### config.mk
export PLATFORM = sky130hd
export DESIGN_NAME = bin2bcd_flat
export DESIGN_NICKNAME = d
export VERILOG_FILES = /design/src/rtl/bin2bcd_pkg.sv /design/src/rtl/bin2bcd_if.sv /design/src/rtl/bin2bcd_core.sv /design/src/rtl/bin2bcd.sv /design/src/flat_wrapper.sv
export SDC_FILE = /design/constraint.sdc
export NUM_CORES = 1
export LEC_CHECK = 0
export CORE_AREA = 2 2 39 41
export DETAILED_ROUTE_END_ITERATION = 16
export DIE_AREA = 0 0 41 43
export GPL_TIMING_DRIVEN = 0
export PLACE_DENSITY = 0.56
export SETUP_SLACK_MARGIN = 0.05
export SLEW_MARGIN = 20
export SYNTH_ARGS = -nofsm -noshare
export SYNTH_HDL_FRONTEND = slang
export SYNTH_SLANG_ARGS = --single-unit
### constraint.sdc
create_clock -name clk -period 0.8 [get_ports clk]
set_input_delay 0.08 -clock clk [delete_from_list [all_inputs] [get_ports clk]]
set_output_delay 0.08 -clock clk [all_outputs]
set_load 0.02 [all_outputs]
### src/rtl/bin2bcd_pkg.sv
// bin2bcd_pkg
//   Shared constants and helpers for the binary-to-BCD converter.
//   - BIN2BCD_DEF_WIDTH  : default binary input width
//   - BIN2BCD_DEF_DIGITS : default number of BCD output digits
//   - bin2bcd_min_digits : smallest digit count that holds 2^width - 1
package bin2bcd_pkg;

    localparam int unsigned BIN2BCD_DEF_WIDTH  = 4;
    localparam int unsigned BIN2BCD_DEF_DIGITS = 2;

    // Counts decimal digits of the largest WIDTH-bit value (at least one).
    // The loop bound covers any 64-bit maximum.
    function automatic int unsigned bin2bcd_min_digits(input int unsigned width);
        longint unsigned max_val;
        longint unsigned pow10;
        int unsigned     n;
        max_val = (64'd1 << width) - 64'd1;
        pow10   = 64'd10;
        n       = 1;
        for (int unsigned k = 0; k < 20; k++) begin
            if (pow10 <= max_val) begin
                n     = n + 1;
                pow10 = pow10 * 64'd10;
            end
        end
        return n;
    endfunction

endpackage

### src/rtl/bin2bcd_if.sv
// bin2bcd_if
//   Data bundle between a binary producer and the converter.
//   - bin : unsigned binary value (producer -> converter)
//   - bcd : packed BCD, ones digit in bcd[3:0] (converter -> consumer)
//   Modports: master drives bin and reads bcd; slave is the converter side.
interface bin2bcd_if
    import bin2bcd_pkg::*;
#(
    parameter int unsigned WIDTH  = BIN2BCD_DEF_WIDTH,
    parameter int unsigned DIGITS = BIN2BCD_DEF_DIGITS
);

    logic [WIDTH-1:0]    bin;
    logic [4*DIGITS-1:0] bcd;

    modport master (
        output bin,
        input  bcd
    );

    modport slave (
        input  bin,
        output bcd
    );

endinterface

### src/rtl/bin2bcd_core.sv
// bin2bcd_core
//   Purely combinational double-dabble (shift-and-add-3) converter.
//   - i_bin : WIDTH-bit unsigned binary input
//   - o_bcd : DIGITS packed BCD digits, ones digit in o_bcd[3:0]
//   Scratch is {digits, binary}; each of WIDTH stages corrects every digit
//   (>= 5 gets +3) and then shifts the whole scratch left by one.
module bin2bcd_core
    import bin2bcd_pkg::*;
#(
    parameter int unsigned WIDTH  = BIN2BCD_DEF_WIDTH,
    parameter int unsigned DIGITS = BIN2BCD_DEF_DIGITS
) (
    input  logic [WIDTH-1:0]    i_bin,
    output logic [4*DIGITS-1:0] o_bcd
);

    localparam int unsigned SW = WIDTH + 4*DIGITS;
    localparam int unsigned BW = 4*DIGITS;

    for (genvar i = 0; i < WIDTH; i++) begin : g_stage
        logic [SW-1:0] w_in;
        logic [SW-1:0] w_adj;

        // Stage input is the previous stage's corrected scratch shifted once.
        if (i == 0) begin : g_first
            assign w_in = SW'(i_bin);
        end else begin : g_next
            assign w_in = g_stage[i-1].w_adj << 1;
        end

        assign w_adj[WIDTH-1:0] = w_in[WIDTH-1:0];

        for (genvar j = 0; j < DIGITS; j++) begin : g_digit
            assign w_adj[WIDTH+4*j +: 4] =
                (w_in[WIDTH+4*j +: 4] >= 4'd5) ? (w_in[WIDTH+4*j +: 4] + 4'd3)
                                               :  w_in[WIDTH+4*j +: 4];
        end
    end

    // The final shift lands the binary field fully in the digit field.
    assign o_bcd = BW'((g_stage[WIDTH-1].w_adj << 1) >> WIDTH);

endmodule

### src/rtl/bin2bcd.sv
// bin2bcd
//   Registered binary-to-BCD converter, one conversion per clock, one cycle
//   latency, no handshake.
//   - clk : rising-edge clock
//   - rst : asynchronous active-low reset, clears bcd to zero
//   - bus : bin2bcd_if slave (bin in, bcd out)
module bin2bcd
    import bin2bcd_pkg::*;
#(
    parameter int unsigned WIDTH  = BIN2BCD_DEF_WIDTH,
    parameter int unsigned DIGITS = BIN2BCD_DEF_DIGITS
) (
    input  logic      clk,
    input  logic      rst,
    bin2bcd_if.slave  bus
);

    if ((WIDTH == 0) || (WIDTH > 16)) begin : g_bad_width
        $error("bin2bcd: WIDTH=%0d outside 1..16", WIDTH);
    end

    if (DIGITS < bin2bcd_min_digits(WIDTH)) begin : g_bad_digits
        $error("bin2bcd: DIGITS=%0d too small for WIDTH=%0d (need %0d)",
               DIGITS, WIDTH, bin2bcd_min_digits(WIDTH));
    end

    logic [4*DIGITS-1:0] w_bcd;
    logic [4*DIGITS-1:0] r_bcd;

    bin2bcd_core #(
        .WIDTH  (WIDTH),
        .DIGITS (DIGITS)
    ) u_core (
        .i_bin (bus.bin),
        .o_bcd (w_bcd)
    );

    always_ff @(posedge clk or negedge rst) begin
        if (!rst) begin
            r_bcd <= '0;
        end else begin
            r_bcd <= w_bcd;
        end
    end

    assign bus.bcd = r_bcd;

endmodule

### src/flat_wrapper.sv
// flat-port wrapper written by rule: the top's interface ports become plain ports
module bin2bcd_flat import bin2bcd_pkg::*;
#(
    parameter int unsigned WIDTH  = BIN2BCD_DEF_WIDTH,
    parameter int unsigned DIGITS = BIN2BCD_DEF_DIGITS
)
  (clk, rst, bus_bin, bus_bcd);
  bin2bcd_if #(.WIDTH(WIDTH), .DIGITS(DIGITS)) bus_i ();
  input  logic clk;
  input  logic rst;
  input wire logic [$bits(bus_i.bin)-1:0] bus_bin;
  output wire logic [$bits(bus_i.bcd)-1:0] bus_bcd;
  assign bus_i.bin = bus_bin;
  assign bus_bcd = bus_i.bcd;
  bin2bcd #(.WIDTH(WIDTH), .DIGITS(DIGITS)) u_core (.clk(clk), .rst(rst), .bus(bus_i));
endmodule
==> metrics.md, run 1 <==
| Metric | Value |
|---|---|
| Run status | complete, but fails checks |
| Failing checks | negative setup slack |
| Num ports | 14 |
| Mapped Area | 250 sq um |
| Number of flip-flops in the largest register | 5 |
| Period utilisation layout | 1.02 |
| Number of hold violations in the final report | 0 |
| Capturing element type of the critical path | primary output |
| Number of nets still failing antenna checks after routing | 0 |
| Power per cell area | 1680 nW/um^2 |
| Number of distinct library cells after synthesis | 11 |
| Sequential cell area fraction in the yosys report | 0.500 |
| Critical Setup Path Class | register to primary output |
| Cell Chain, Critical Path | buf_6 |
| Antenna violations before repair | 0 |
| Worst ir drop on vdd | 0.388 mV |
| Average footprint of a synthesized cell | 11.4 sq um |
| Slowest cell on crit path | sky130_fd_sc_hd__dfrtp_1 |
| Vias in the first global route | 199 |
| 1st-iter DRT viols | 0 |
| Pin count of the biggest net entering global routing | 6 |
| Number of max-capacitance violations reported | 0 |
| Number of register bits inferred by synthesis | 5 |
| GP Congestion | 0.584 |
| FMAX | 1230 MHz |
| Yosys Warn Count | 0 |
| Average vias per placed instance | 3.53 |
| Total CTS buffers | 3 |
| WP buf/inv | 1 |
| RSZ-0062 raised after global routing | yes |
| CTS tree | built |
| Ratio of cells with drive above 1 in the final layout | 0.564 |
| Buffers on Ports | 10 |
| Max-slew violation count | 0 |
| Cell row count | 14 |
| Startpoint types | register |
| Worst setup slack before clock tree synthesis | -0.718 ns |
| Post-detailed-route wirelength per cell | 8.09 um |
| Gate count of the mapped netlist | 22 |
| Die height | 43 um |
| Global-route wire length before repair | 710 um |
| Critical path peak fanout | 1 |
| Maximum single-stage delay on the critical path | 0.37 ns |
| Final routed wirelength across all metal layers | 445 um |
| Number of nets in the layout | 49 |
| Bufs on Longest Clock Path | 2 |
| Setup violations, final | 5 |
| DR vias | 194 |
| Growth of design area from synthesis to finish | 91.5% |
| Area of the die | 1760 sq um |
| Leakage power figure | 0.221 nW |
| Min Tclk post-route | 0.816 ns |
| Total of fill cells in the finished design | 151 |
| Initial cell density of the core | 0.181 |
| Clock transition time at the flip-flop clock pins of the worst setup and hold paths | 0.04 ns |
| Hold-fix buffer count after cts | 0 |
| N_diodes | 0 |
| Post-layout worst setup margin | -0.0156 ns |
| Worst Hold Class | primary input to asynchronous set/reset pin |
| Root buffer cell | sky130_fd_sc_hd__clkbuf_4 |
| Total overflow reported by the global router | 0 |
| Count of TritonRoute iterations in the first routing pass | 1 |
| Number of remaining DRC errors | 0 |
| TritonCTS Sinks | 5 |
| Data arrival, critical path | 0.74 ns |
| Area of the core | 1380 sq um |
| Die outline width | 41 um |
| Deepest level of the CTS H-tree | 1 |
| Critical path required time | 0.72 ns |
| Crit path max-delay family | flip-flops |
| Sum Neg Setup Slack | -0.0607 ns |
| Total GRT Usage | 0.0643 |
## cell usage in the layout (no fill, tap or decap), types with 2 or more instances in the layout
master	Yosys	routed
sky130_fd_sc_hd__ha_4	0	2
sky130_fd_sc_hd__clkbuf_4	0	3
sky130_fd_sc_hd__buf_4	3	4
sky130_fd_sc_hd__clkdlybuf4s50_1	0	2
sky130_fd_sc_hd__inv_4	0	2
sky130_fd_sc_hd__conb_1	1	3
sky130_fd_sc_hd__buf_8	0	2
sky130_fd_sc_hd__buf_6	0	5
sky130_fd_sc_hd__dfrtp_1	5	5
sky130_fd_sc_hd__nor2_1	2	2
## repair_timing
action,in CTS,in global routing
resized for setup,46,3
buffers inserted,0,1
endpoints found under the setup margin,9,7
hold endpoints to repair,0,0
pin swaps,0,1
## cell type report
type / instances / area (sq um) / area share
flip-flops and latches: 5 / 125 / 0.261
repair buffers: 11 / 125 / 0.261
clock buffers: 4 / 26.3 / 0.0548
inverters: 3 / 28.8 / 0.0601
multi-input cells: 13 / 131 / 0.274
well taps: 16 / 20.0 / 0.0418
plain buffers: 3 / 22.5 / 0.0470
## cells in the mapped netlist
cell,count,area share
sky130_fd_sc_hd__inv_1,3,0.045
sky130_fd_sc_hd__o22a_2,1,0.040
sky130_fd_sc_hd__a21oi_2,1,0.035
sky130_fd_sc_hd__o21ai_0,1,0.020
sky130_fd_sc_hd__conb_1,1,0.015
sky130_fd_sc_hd__buf_4,3,0.090
sky130_fd_sc_hd__ha_1,3,0.15
sky130_fd_sc_hd__mux2i_1,1,0.040
sky130_fd_sc_hd__nor2_1,2,0.030
sky130_fd_sc_hd__dfrtp_1,5,0.50
sky130_fd_sc_hd__xnor2_1,1,0.035
## power breakdown
part	total (mW)	internal [mW]	switching (mW)
logic	0.228	0.122	0.105
clock network	0.287	0.188	0.0989
registers	0.288	0.278	0.0106
total	0.803	0.588	0.215
## kinds of logic after synthesis
group | count (synthesis) | synth area share
adder cells (fa/ha/maj) | 3 | 0.150
multiplexers | 1 | 0.0400
AO/OA/AOI/OAI | 3 | 0.0950
other | 1 | 0.0150
AND/OR/NAND/NOR | 2 | 0.0300
flip-flops | 5 | 0.500
buffers and inverters | 6 | 0.135
XOR/XNOR | 1 | 0.0350
## metal layers
metal,vias up,global-route usage,routed length [um]
met4,0,0.0800,0
li1,98,-,-
met2,10,0.0969,222
met3,0,0.0157,54
met5,-,0,0
met1,86,0.0579,167
## through the flow
step / instances / hold slack, ns / power (mW) / util / cell area, sq um
4_1_cts: 54 / 0.0322 / 0.811 / 0.334 / 462
3_3_place_gp: 50 / 0.314 / 0.499 / 0.307 / 425
6_report: 55 / 0.0604 / 0.803 / 0.346 / 479
2_1_floorplan: 24 / -0.216 / 0.404 / - / 305
5_1_grt: 55 / 0.0801 / 0.844 / 0.346 / 479
3_5_place_dp: 50 / 0.321 / 0.502 / 0.307 / 425
## final timing paths
path,startpoint,endpoint,cells past startpoint
setup / recovery,u_core.bus.bcd[2],bus_bcd[2],1
hold / removal,rst,u_core.bus.bcd[2],1
max in group asynchronous,rst,u_core.bus.bcd[1],1
min in group clk,bus_bin[2],u_core.bus.bcd[2],3
No activity file was read; power rests on OpenSTA's default activity.
==> run 2: changes to the inputs <==
CAP_MARGIN = 20   (was unset)
clock period = 0.89 ns   (was 0.8 ns; I/O delays follow)
==> run 2 against run 1 <==
The flow now finishes without violations. First-iteration DRC count stayed put. Critical path type unchanged. Largest power group unchanged. Clock power is 11% lower. Global-route usage is 0.60 points lower. Design area shrank 8.4%. Cell count decreased by 1.8%. Sequential power decreased by 10%. Die area unchanged. Largest cell class is now multi-input gates. Combinational power fell by 19%.
==> metrics.md, run 2 (same netlist as run 1, synthesis figures left out) <==
| Metric | Value |
|---|---|
| Data arrival, critical path | 0.73 ns (about the same) |
| Startpoint types | register |
| Power per cell area | 1590 nW/um^2 (-5.1%) |
| Switching power of the nets | 0.185 mW (-14%) |
| Total power draw | 0.699 mW (-13%) |
| Cell row count | 14 (unchanged) |
| Critical Setup Path Class | register to primary output |
| Crit path max-delay family | flip-flops |
| Slowest cell on crit path | sky130_fd_sc_hd__dfrtp_1 |
| Run status | finished clean |
| RSZ-0062 raised after global routing | yes |
| Max-slew violation count | 0 (unchanged) |
| Final routed wirelength across all metal layers | 421 um (-5.4%) |
| Final core utilization | 0.317 (-0.0289) |
| GP Congestion | 0.652 (+12%) |
| Post-detailed-route wirelength per cell | 7.80 um (-3.6%) |
| Flop pwr share | 0.370 (+0.011) |
| Gate power share | 0.265 (-0.019) |
| Leakage power figure | 0.206 nW (-6.6%) |
| Ratio of cells with drive above 1 in the final layout | 0.526 (-0.0378) |
| Clock transition time at the flip-flop clock pins of the worst setup and hold paths | 0.04 ns (about the same) |
| FMAX | 1220 MHz |
| Number of max-capacitance violations reported | 0 (unchanged) |
| CTS tree | built |
| Buffers on Ports | 10 (unchanged) |
| Die height | 43 um (unchanged) |
| Number of nets still failing antenna checks after routing | 0 (unchanged) |
| Most used cells in the layout excluding fill and tap cells | sky130_fd_sc_hd__buf_6, sky130_fd_sc_hd__dfrtp_1, sky130_fd_sc_hd__buf_4, sky130_fd_sc_hd__conb_1, sky130_fd_sc_hd__clkbuf_4 |
| 1st-iter DRT viols | 0 (unchanged) |
| Antenna violations before repair | 0 (unchanged) |
| TritonCTS Sinks | 5 (unchanged) |
| Total CTS buffers | 3 (unchanged) |
| Total overflow reported by the global router | 0 (unchanged) |
| Global-route wire length before repair | 634 um (-11%) |
| Pin count of the biggest net entering global routing | 6 (unchanged) |
| Period utilisation layout | 0.921 |
| Worst Hold Class | primary input to asynchronous set/reset pin |
| WP buf/inv | 1 (unchanged) |
| Num ports | 14 (unchanged) |
| Internal power of the cells | 0.513 mW (-13%) |
| Fraction of power consumed by the clock network | 0.365 (+0.007) |
| Die outline width | 41 um (unchanged) |
| Number of remaining DRC errors | 0 (unchanged) |
| Vias in the first global route | 166 (-17%) |
| Capturing element type of the critical path | primary output |
| Switching part of the total power | 0.265 (-0.00241) |
| Maximum single-stage delay on the critical path | 0.36 ns (about the same) |
| Number of hold violations in the final report | 0 (unchanged) |
| Number of flip-flops in the largest register | 5 (unchanged) |
| Min Tclk post-route | 0.819 ns |
| N_diodes | 0 (unchanged) |
| Critical path peak fanout | 1 (unchanged) |
| Hold-fix buffer count after cts | 0 (unchanged) |
| DR vias | 190 (-2.1%) |
| Initial cell density of the core | 0.181 (unchanged) |
| Average vias per placed instance | 3.52 (-0.25%) |
| Total GRT Usage | 0.0583 (-0.00597) |
| Number of nets in the layout | 48 (-2.0%) |
| Worst ir drop on vdd | 0.268 mV (-31%) |
| Bufs on Longest Clock Path | 2 (unchanged) |
| Root buffer cell | sky130_fd_sc_hd__clkbuf_4 |
| Deepest level of the CTS H-tree | 1 (unchanged) |
| Area of the core | 1380 sq um (unchanged) |
| Setup violations, final | 0 (-5) |
| Count of TritonRoute iterations in the first routing pass | 1 (unchanged) |
| Growth of design area from synthesis to finish | 75.5% |
| Area of the die | 1760 sq um (unchanged) |
| Total of fill cells in the finished design | 148 (-2.0%) |
| Critical path required time | 0.80 ns (+0.08 ns) |
| Cell Chain, Critical Path | buf_6 |
run 2: timing repair:
action	CTS	global route
pin swaps	0	0
endpoints found under the hold margin	0	0
cloned	0	0
endpoints found under the setup margin	9	5
setup buffers	0	0
resized for setup	30	10
run 2: area by class of cell:
type	count	area (sq um)	area share
sequential	5	125	0.285
tap	16	20.0	0.0456
inverter	3	18.8	0.0427
clock buffer	4	26.3	0.0598
multi-input combinational	13	131	0.299
timing repair buffer	10	95.1	0.217
buffer	3	22.5	0.0513
run 2: how the worst max path moves through the flow:
stage | from | end | slack, ns | cells past startpoint
after floorplan | bus_bin[1] | u_core.bus.bcd[2] | 0.06 | 6
after global placement | bus_bin[1] | u_core.bus.bcd[2] | -0.60 | 7
after detailed placement | bus_bin[1] | u_core.bus.bcd[2] | -0.58 | 7
after CTS | u_core.bus.bcd[3] | bus_bcd[3] | 0.05 | 1
after global routing | u_core.bus.bcd[3] | bus_bcd[3] | 0.04 | 1
final | u_core.bus.bcd[3] | bus_bcd[3] | 0.07 | 1
run 2: through the flow:
stage | hold slack (ns) | setup TNS, ns | area (sq um) | worst slack (ns) | instances
6_report | 0.0685 | 0 | 439 | 0.0705 | 54
5_1_grt | 0.0815 | 0 | 439 | 0.0380 | 54
4_1_cts | 0.0691 | 0 | 408 | 0.0479 | 54
3_5_place_dp | 0.328 | -2.57 | 410 | -0.576 | 50
3_3_place_gp | 0.323 | -2.59 | 410 | -0.595 | 50
2_1_floorplan | -0.207 | 0 | 290 | 0.0645 | 24
run 2: routing by layer:
| metal | vias to the layer above | routed length, um | GRT usage |
|---|---|---|---|
| met2 | 10 | 218 | 0.0906 |
| li1 | 95 | - | - |
| met4 | 0 | 8 | 0.0600 |
| met5 | - | 0 | 0 |
| met3 | 2 | 55 | 0.0314 |
| met1 | 83 | 139 | 0.0452 |
run 2: power by group through the flow:
stage               clock, mW  sequential, mW  combinational (mW)
floorplan                   0           0.287              0.0696
global placement            0           0.257               0.181
detailed placement          0           0.258               0.184
CTS                     0.269           0.253               0.163
global route            0.293           0.260               0.201
finish                  0.255           0.259               0.185
